$ cat src/rtl/rgbw_frame_decoder_pkg.sv
// Shared definitions for the RGBW frame decoder: FSM state encoding,
// default frame sync marker and payload field positions.
package rgbw_frame_decoder_pkg;

   typedef enum logic [1:0] {
      ST_HUNT   = 2'd0,
      ST_FIELDS = 2'd1,
      ST_CKSUM  = 2'd2
   } state_e;

   localparam logic [7:0] DEF_SYNC_BYTE = 8'h55;

   // Field order inside payload_out for the default 7-field frame
   localparam int FLD_LINT      = 0;
   localparam int FLD_COLOR_IDX = 1;
   localparam int FLD_R         = 2;
   localparam int FLD_G         = 3;
   localparam int FLD_B         = 4;
   localparam int FLD_W         = 5;
   localparam int FLD_MODE      = 6;

endpackage

$ cat src/rtl/rgbw_frame_decoder_edge_sync.sv
// Brings the SPI receiver's byte-ready into the clk domain and produces a
// one-cycle accept pulse on its rising edge, together with the latched byte.
module rgbw_frame_decoder_edge_sync
   import rgbw_frame_decoder_pkg::*;
#(
   parameter int DATA_W = 8
) (
   input  logic              clk,
   input  logic              reset,
   input  logic [DATA_W-1:0] data_in,
   input  logic              rdy,
   output logic [DATA_W-1:0] data_out,
   output logic              accept
);

   logic              rdy_latch_r;
   logic              rdy_prev_r;
   logic [DATA_W-1:0] data_r;

   // rdy synchroniser and data latch; the source holds data stable while rdy is high
   always_ff @(posedge clk or negedge reset) begin
      if (!reset) begin
         rdy_latch_r <= 1'b0;
         rdy_prev_r  <= 1'b0;
         data_r      <= {DATA_W{1'b0}};
      end else begin
         rdy_latch_r <= rdy;
         rdy_prev_r  <= rdy_latch_r;
         data_r      <= data_in;
      end
   end

   assign accept   = rdy_latch_r & ~rdy_prev_r;
   assign data_out = data_r;

endmodule

$ cat src/rtl/rgbw_frame_decoder.sv
// Frames the SPI byte stream into sync + N_FIELDS payload fields + optional
// checksum, and commits the payload atomically to payload_out.
module rgbw_frame_decoder
   import rgbw_frame_decoder_pkg::*;
#(
   parameter int              DATA_W      = 8,
   parameter int              N_FIELDS    = 7,
   parameter logic [DATA_W-1:0] SYNC_BYTE = DATA_W'(DEF_SYNC_BYTE),
   parameter int              CKSUM_EN    = 1,
   parameter int              TIMEOUT_CYC = 4096
) (
   input  logic                           clk,
   input  logic                           reset,
   input  logic [DATA_W-1:0]              buffRx_spi,
   input  logic                           rdy,
   output logic [N_FIELDS*DATA_W-1:0]     payload_out,
   output logic                           frame_strobe,
   output logic                           frame_err,
   output logic                           busy,
   output logic [$clog2(N_FIELDS+2)-1:0]  byte_cnt_out
);

   localparam int CNT_W  = $clog2(N_FIELDS + 2);
   localparam int IDX_W  = (N_FIELDS > 1) ? $clog2(N_FIELDS) : 1;
   localparam int IDLE_W = (TIMEOUT_CYC > 0) ? $clog2(TIMEOUT_CYC + 1) : 1;
   localparam int TO_LIM = (TIMEOUT_CYC > 0) ? (TIMEOUT_CYC - 1) : 0;
   localparam logic [IDX_W-1:0]  IDX_LAST = IDX_W'(N_FIELDS - 1);
   localparam logic [IDLE_W-1:0] IDLE_LIM = IDLE_W'(TO_LIM);
   localparam logic [IDLE_W-1:0] IDLE_MAX = {IDLE_W{1'b1}};

   logic [DATA_W-1:0]          data_s;
   logic                       accept_s;
   state_e                     state_r, state_n;
   logic [IDX_W-1:0]           idx_r, idx_n;
   logic [DATA_W-1:0]          sum_r, sum_n;
   logic [N_FIELDS*DATA_W-1:0] shadow_r, shadow_s;
   logic [N_FIELDS*DATA_W-1:0] payload_r;
   logic [IDLE_W-1:0]          idle_r;
   logic                       commit_s, err_s, timeout_s;
   logic                       strobe_r, err_r;
   logic [CNT_W-1:0]           cnt_s;

   rgbw_frame_decoder_edge_sync #(.DATA_W(DATA_W)) u_edge_sync (
      .clk      (clk),
      .reset    (reset),
      .data_in  (buffRx_spi),
      .rdy      (rdy),
      .data_out (data_s),
      .accept   (accept_s)
   );

   // Expiry is one cycle early so frame_err lands exactly TIMEOUT_CYC edges after the last accept
   assign timeout_s = (TIMEOUT_CYC > 0) && (state_r != ST_HUNT) && (idle_r >= IDLE_LIM);

   // Next-state, shadow write, running sum and commit/error decisions
   always_comb begin
      state_n  = state_r;
      idx_n    = idx_r;
      sum_n    = sum_r;
      shadow_s = shadow_r;
      commit_s = 1'b0;
      err_s    = 1'b0;
      case (state_r)
         ST_HUNT: begin
            if (accept_s && (data_s == SYNC_BYTE)) begin
               state_n = ST_FIELDS;
               idx_n   = {IDX_W{1'b0}};
               sum_n   = {DATA_W{1'b0}};
            end else begin
               state_n = ST_HUNT;
            end
         end
         ST_FIELDS: begin
            if (accept_s) begin
               shadow_s[int'(idx_r)*DATA_W +: DATA_W] = data_s;
               sum_n = sum_r + data_s;
               if (idx_r == IDX_LAST) begin
                  if (CKSUM_EN != 0) begin
                     state_n = ST_CKSUM;
                  end else begin
                     commit_s = 1'b1;
                     state_n  = ST_HUNT;
                  end
               end else begin
                  idx_n = idx_r + IDX_W'(1);
               end
            end else if (timeout_s) begin
               err_s   = 1'b1;
               state_n = ST_HUNT;
            end else begin
               state_n = ST_FIELDS;
            end
         end
         ST_CKSUM: begin
            if (accept_s) begin
               if (data_s == sum_r) begin
                  commit_s = 1'b1;
               end else begin
                  err_s = 1'b1;
               end
               state_n = ST_HUNT;
            end else if (timeout_s) begin
               err_s   = 1'b1;
               state_n = ST_HUNT;
            end else begin
               state_n = ST_CKSUM;
            end
         end
         default: begin
            state_n = ST_HUNT;
         end
      endcase
   end

   // Frame state, shadow fields and committed outputs
   always_ff @(posedge clk or negedge reset) begin
      if (!reset) begin
         state_r   <= ST_HUNT;
         idx_r     <= {IDX_W{1'b0}};
         sum_r     <= {DATA_W{1'b0}};
         shadow_r  <= {(N_FIELDS*DATA_W){1'b0}};
         payload_r <= {(N_FIELDS*DATA_W){1'b0}};
         strobe_r  <= 1'b0;
         err_r     <= 1'b0;
      end else begin
         state_r  <= state_n;
         idx_r    <= idx_n;
         sum_r    <= sum_n;
         shadow_r <= shadow_s;
         strobe_r <= commit_s;
         err_r    <= err_s;
         if (commit_s) begin
            payload_r <= shadow_s;
         end
      end
   end

   // Idle counter: saturating, cleared in HUNT and on every accept
   always_ff @(posedge clk or negedge reset) begin
      if (!reset) begin
         idle_r <= {IDLE_W{1'b0}};
      end else if ((state_r == ST_HUNT) || accept_s) begin
         idle_r <= {IDLE_W{1'b0}};
      end else if (idle_r != IDLE_MAX) begin
         idle_r <= idle_r + IDLE_W'(1);
      end else begin
         idle_r <= idle_r;
      end
   end

   // Progress indicator: k+1 while awaiting field k, N_FIELDS+1 awaiting checksum
   always_comb begin
      cnt_s = {CNT_W{1'b0}};
      case (state_r)
         ST_FIELDS: cnt_s = CNT_W'(idx_r) + CNT_W'(1);
         ST_CKSUM:  cnt_s = CNT_W'(N_FIELDS + 1);
         default:   cnt_s = {CNT_W{1'b0}};
      endcase
   end

   assign payload_out  = payload_r;
   assign frame_strobe = strobe_r;
   assign frame_err    = err_r;
   assign busy         = (state_r != ST_HUNT);
   assign byte_cnt_out = cnt_s;

endmodule

$ cat config.mk
export PLATFORM = sky130hd
export DESIGN_NAME = rgbw_frame_decoder
export DESIGN_NICKNAME = d
export VERILOG_FILES = /design/src/rtl/rgbw_frame_decoder_pkg.sv /design/src/rtl/rgbw_frame_decoder_edge_sync.sv /design/src/rtl/rgbw_frame_decoder.sv
export SDC_FILE = /design/constraint.sdc
export NUM_CORES = 1
export LEC_CHECK = 0
export BUFFER_PORTS_ARGS = -buffer_cell sky130_fd_sc_hd__buf_2
export CAP_MARGIN = 20
export CORE_ASPECT_RATIO = 0.8
export CORE_MARGIN = 5
export CORE_UTILIZATION = 53
export DETAILED_ROUTE_END_ITERATION = 10
export GPL_TIMING_DRIVEN = 0
export PLACE_DENSITY = 0.82
export SLEW_MARGIN = 20
export SYNTH_ARGS = -nofsm -noshare
export SYNTH_HDL_FRONTEND = slang
export SYNTH_HIERARCHICAL = 1
export SYNTH_SLANG_ARGS = --single-unit
$ cat constraint.sdc
create_clock -name clk -period 2.3 [get_ports clk]
set_input_delay 0.23 -clock clk [delete_from_list [all_inputs] [get_ports clk]]
set_output_delay 0.23 -clock clk [all_outputs]
set_load 0.005 [all_outputs]
==> metrics.cfg, run 1 <==
[synthesis]
synth_area_leader_cell=dfrtp_1
synth.cells.most_frequent=dfrtp_1, mux2_2, nand2_1, nor2_1, o21ai_0
netlist.area_leader.share_pct=57.5
yosys.cell_count.top_type=dfrtp_1
synthTopCellsByArea=dfrtp_1, mux2_2, ha_1
synth_seq_cells=150
synth_async_sr_flop_share_pct=100
post_synth_inst_count=518
synth_enable_flop_cells=0
seq_area_frac_synth_pct=57.5
yosysWarningCount=6
synth.cell_area_um2=6520
synth_area_per_cell_um2=12.6
number_of_nets_produced_by_synthesis=549
synth_cell_type_count=51
dominantRegCellSynth=dfrtp_1

[place]
placed_cell_area_um2=7120
number_of_i_o_port_buffers=73
place_inst=744
gp_congestion=0.926
post-dp-hpwl_um=10000

[sta]
final-setup-viol-count=0
final_max_slew_viol_count=0
min_period_ns=2.29
hold_vio_cnt_final=0
fin_skew_ns=0.00740
finalCritPeriodShare_pct=99.7
max_clock_freq_mhz=436
hold_slack_ns=0.346
worstMarginPinSlew_ns=0.629
slew_headroom_pct=57.0

[worst_setup_path]
required_ns=2.60
cp-end-kind=register
critPathArrivalTime_ns=2.59
critical_path.reg2reg.startpoint=u_edge_sync/data_out[2]
timing.critical_path.from_type=register
reg2regPathDepth=8
ff2ff_setup_slack_ns=0.006
setup.worst_path.class=reg -> reg
worstPathMaxFanout=10
critical_path.reg2reg.endpoint=payload_out[16]

[floorplanning]
dieWidth_um=134
initial_core_util_pct=53.8
fp.coreArea_um2=12100
die_h_um=109
io-pin-count=74
die-area_um2=14600
floorplan_row_count=36

[detailed_routing]
detailedRoute.firstIterationViolations=319
firstDrtPassIters=6
drt-vias-per-instance=5.79
wl_um=15300
wire_per_inst_um=19.1
drc=0
postRouteAntennaNets=0
vias=4630

[finish]
final_net_count=667
num_antenna_cells=0
design_area_um2=8170
layout-drive-gt1-share_pct=40.7
area_growth_syn_to_layout_pct=25.3
fillerInstances=808
final-instance-count-excl-fill=800

[outcome]
outcome=finished, final reports clean

[clocking]
cts-htree-levels=4
cts.path.max_buffers=2
tritoncts_buffer_count=17
clk_transition_reported_paths_ns=0.06
insertion_delay_ns=0.42
tritoncts=yes
tritoncts_num_sinks=150
buffer_type_at_the_clock_tree_root=clkbuf_16

[global_route]
grt_antenna_before_repair=0
grt_overflow_total=0
gr-usage-all-layers_pct=21.7
first_pass_grt_wire_length_um=24300
first_global_vias=4873
largest_net_degree_at_the_start_of_global_routing=86

[pwr]
max-vdd-ir-drop_uv=714
areal_power_density_over_the_cells_nw_per_um2=696
leakage_power_total_nw=4.09

[worst_hold_path]
hold_path_class=in -> async

[run]
drv_cap=0

-- cell families after synthesis --
logic type	after synthesis	synth area share, %
buffers and inverters	32	2.21
adder cells (fa/ha/maj)	20	3.95
AND/OR/NAND/NOR	131	10.2
XOR/XNOR	15	2.01
flip-flops	150	57.5
multiplexers	96	16.6
AO/OA/AOI/OAI	74	7.58
-- placed cells by master (no fill, tap or decap), types with 4 or more instances in the layout --
master,count
buf_6,4
nand4_1,5
inv_1,10
o31ai_1,5
a21oi_1,12
dfrtp_2,9
dlygate4sd3_1,10
a211oi_1,9
a2111oi_0,4
dfrtp_1,141
mux2_4,7
a22o_1,5
ha_1,11
buf_2,73
clkbuf_1,9
ha_4,7
clkbuf_16,17
nor2_1,22
nand3_1,9
nand2_1,47
mux2_2,88
buf_4,16
xnor2_1,14
o211ai_1,4
nand2b_1,6
o21ai_0,20
and3_1,15
-- routing by layer --
metal / track usage, % / routed length [µm] / vias up
met4: 7.92 / 291 / 0
li1: - / - / 2084
met2: 34.6 / 7360 / 202
met3: 6.55 / 1060 / 35
met1: 28.5 / 6540 / 2309
met5: 0 / 0 / -
-- final cells by class --
type                    instances  area, µm²  area share (%)
plain buffers                  19        136            1.67
clock buffers                  23        478            5.85
clock inverters                 8        121            1.48
inverters                      13       53.8           0.658
multi-input cells             336       2810            34.4
flip-flops and latches        150       3760            46.1
well taps                     152        190            2.33
repair buffers                 99        619            7.58
-- how the worst max path moves through the flow --
stage	from	endpoint	slack [ns]
3_3_place_gp	reset	idx_r[0]	-1.25
4_1_cts	u_edge_sync/data_out[1]	payload_out[16]	-0.003
3_5_place_dp	u_edge_sync/data_out[2]	payload_out[16]	-0.57
5_1_grt	u_edge_sync/data_out[0]	payload_out[16]	-0.07
2_1_floorplan	idx_r[0]	payload_out[0]	0.002
6_report	u_edge_sync/data_out[2]	payload_out[16]	0.006
-- worst max-delay path, cell delays in order (launching register included) --
cell     delay (ns)
dfrtp_2        0.45
ha_4           0.28
nor4_2         0.32
and3_4         0.25
nand2_4        0.12
inv_4          0.11
buf_8          0.15
buf_8          0.14
mux2_2         0.35
-- repair_timing --
item                                   CTS  global route
buffers inserted                        11             3
gates resized for setup                 33            31
setup endpoints to repair               90            55
gates cloned                             0             1
hold buffers                            10             0
endpoints found under the hold margin   74             0
pin swaps                                4             4
-- state kept, by name (all words and copies together) (netlist names) --
name	flops
u_edge_sync/data_out	8
idx_r	3
u_edge_sync/rdy_prev_r	1
idle_r	13
u_edge_sync/rdy_latch_r	1
payload_out	56
frame_err	1
state_r	2
sum_r	8
frame_strobe	1
shadow_r	56
-- stage by stage --
step                setup TNS, ns  power (W)  util [%]  worst slack, ns
floorplan                       0    0.00278         -          0.00186
global placement          -166.16    0.00286      58.4            -1.25
detailed placement         -21.82    0.00287      58.7           -0.573
CTS                      -0.00279    0.00570      66.3         -0.00279
global route               -0.932    0.00587      67.5          -0.0708
finish                          0    0.00569      67.5          0.00632
-- where the power goes --
group	switching [W]	internal, W
clock network	0.00103	0.00178
registers	0.0000210	0.00266
logic	0.000110	0.0000768
(Power assumes the default switching activity.)
==> run 2: changes to the inputs <==
Settings changed: PLACE_DENSITY 0.82 to 0.76, REMOVE_ABC_BUFFERS set to 1.
==> metrics.cfg, run 2 (same netlist as run 1, synthesis figures left out) <==
[global_route]
grt_overflow_total=0
largest_net_degree_at_the_start_of_global_routing=84
first_global_vias=4581
first_pass_grt_wire_length_um=23900
gr-usage-all-layers_pct=21.4
grt_antenna_before_repair=0

[clocking]
cts-htree-levels=4
tritoncts=yes
tritoncts_buffer_count=17
clk_transition_reported_paths_ns=0.06
insertion_delay_ns=0.42
cts.path.max_buffers=2
tritoncts_num_sinks=150
buffer_type_at_the_clock_tree_root=clkbuf_16

[floorplanning]
floorplan_row_count=36
die-area_um2=14600
dieWidth_um=134
die_h_um=109
initial_core_util_pct=53.8
io-pin-count=74
fp.coreArea_um2=12100

[sta]
finalCritPeriodShare_pct=100
fin_skew_ns=0.0120
hold_vio_cnt_final=0
setup-tns-final_ns=-0.0111
final_max_slew_viol_count=0
slew_headroom_pct=56.3
final-setup-viol-count=1
worstMarginPinSlew_ns=0.639
min_period_ns=2.31
setup_slack_ns=-0.0111
max_clock_freq_mhz=433
hold_slack_ns=0.384

[worst_setup_path]
worstPathMaxFanout=7
critical_path_buf_inv_count=2
cp-end-kind=register
setup.worst_path.class=reg -> reg
critical_path.reg2reg.endpoint=payload_out[6]
reg2regPathDepth=6
ff2ff_setup_slack_ns=-0.01
slowest_delay_ns=0.42
worstSetupStartpoint=idx_r[1]
worstSetupPathDepth=6
path_cells=buf_4, or3_4, nor4_4, buf_4, mux2_2, mux2_2
critPathArrivalTime_ns=2.62
crit_end=payload_out[6]
cpLargestDelayFamily=simple AND/OR/NAND/NOR gates
required_ns=2.61
crit_slowest_cell=or3_4
critical_path.reg2reg.startpoint=idx_r[1]
timing.critical_path.from_type=register

[detailed_routing]
wl_um=15200
drc=0
drt-vias-per-instance=5.71
detailedRoute.firstIterationViolations=270
firstDrtPassIters=5
postRouteAntennaNets=0
wire_per_inst_um=19.3
vias=4489

[finish]
layout-drive-gt1-share_pct=40.9
multiInputGateArea_um2=2860
layout_common_cells=dfrtp_1, mux2_2, buf_2
post-route-util_pct=68.0
layout.cells.most_common=dfrtp_1
area_growth_syn_to_layout_pct=26.3
fillerInstances=815
final_net_count=653
seq_area_um2=3770
final-instance-count-excl-fill=786
num_antenna_cells=0

[place]
place_inst=726
gp_congestion=0.887
number_of_i_o_port_buffers=73
post-dp-hpwl_um=9150

[pwr]
max-vdd-ir-drop_uv=526
leakage_power_total_nw=4.09
areal_power_density_over_the_cells_nw_per_um2=718

[worst_hold_path]
hold_path_class=reg -> reg

[run]
drv_cap=0

[outcome]
violations=setup timing
outcome=finished, violations left

==> run 2: changes by cell type in the layout (fill, tap and decap cells not counted), sizes merged <==
cell | previous run | this run
clkbuf | 34 | 23
buf | 97 | 94
bufinv | 3 | 5
clkinvlp | 1 | 0
inv | 14 | 13
==> run 2: through the flow <==
stage | area [µm²] | total power, W | worst slack [ns]
CTS | 8060 | 0.00596 | 0.0176
global route | 8240 | 0.00611 | -0.0294
floorplan | 6430 | 0.00278 | -0.565
finish | 8240 | 0.00592 | -0.0111
global placement | 6980 | 0.00286 | -1.32
detailed placement | 7050 | 0.00287 | -0.781
==> run 2: worst register-to-register path, cell delays in order, from the launching register on <==
cell     delay, ns
dfrtp_2       0.40
buf_4         0.16
or3_4         0.43
nor4_4        0.40
buf_4         0.22
mux2_2        0.35
mux2_2        0.26
==> run 2: timing repair <==
item                                    in CTS  in global routing
buffers inserted                            12                  5
hold buffers                                10                  0
hold endpoints to repair                    91                  0
pin swaps                                    7                  6
gates cloned                                 1                  1
gates resized for setup                     34                 28
endpoints found under the setup margin     114                 59
==> run 2: cell type report <==
cell class / instances / share of cell area, %
flip-flops and latches: 150 / 45.7
multi-input cells: 336 / 34.8
repair buffers: 104 / 8.50
clock buffers: 23 / 5.92
well taps: 152 / 2.31
clock inverters: 8 / 2.05
inverters: 13 / 0.774
==> run 2: worst min-delay path by stage <==
stage | slack, ns | end | cells past startpoint | startpoint
after floorplan | -0.07 | frame_err | 0 | reset
after global placement | 0.34 | u_edge_sync/rdy_latch_r | 1 | rdy
after detailed placement | 0.27 | u_edge_sync/data_out[1] | 1 | reset
after CTS | 0.39 | u_edge_sync/rdy_prev_r | 0 | u_edge_sync/rdy_latch_r
after global routing | 0.41 | u_edge_sync/rdy_prev_r | 0 | u_edge_sync/rdy_latch_r
final | 0.38 | u_edge_sync/rdy_prev_r | 0 | u_edge_sync/rdy_latch_r
==> run 2: layer usage <==
layer / vias to the layer above / share of wire (%) / GRT usage (%)
met4: 0 / 1.4 / 8.58
li1: 2050 / - / -
met2: 164 / 48 / 33.2
met5: - / 0 / 0
met1: 2257 / 45 / 29.3
met3: 18 / 5.9 / 5.12
==> run 2: report_power, final <==
part,internal (W),switching (W)
sequential,0.00266,0.0000188
combinational,0.0000785,0.000114
clock,0.00203,0.00101
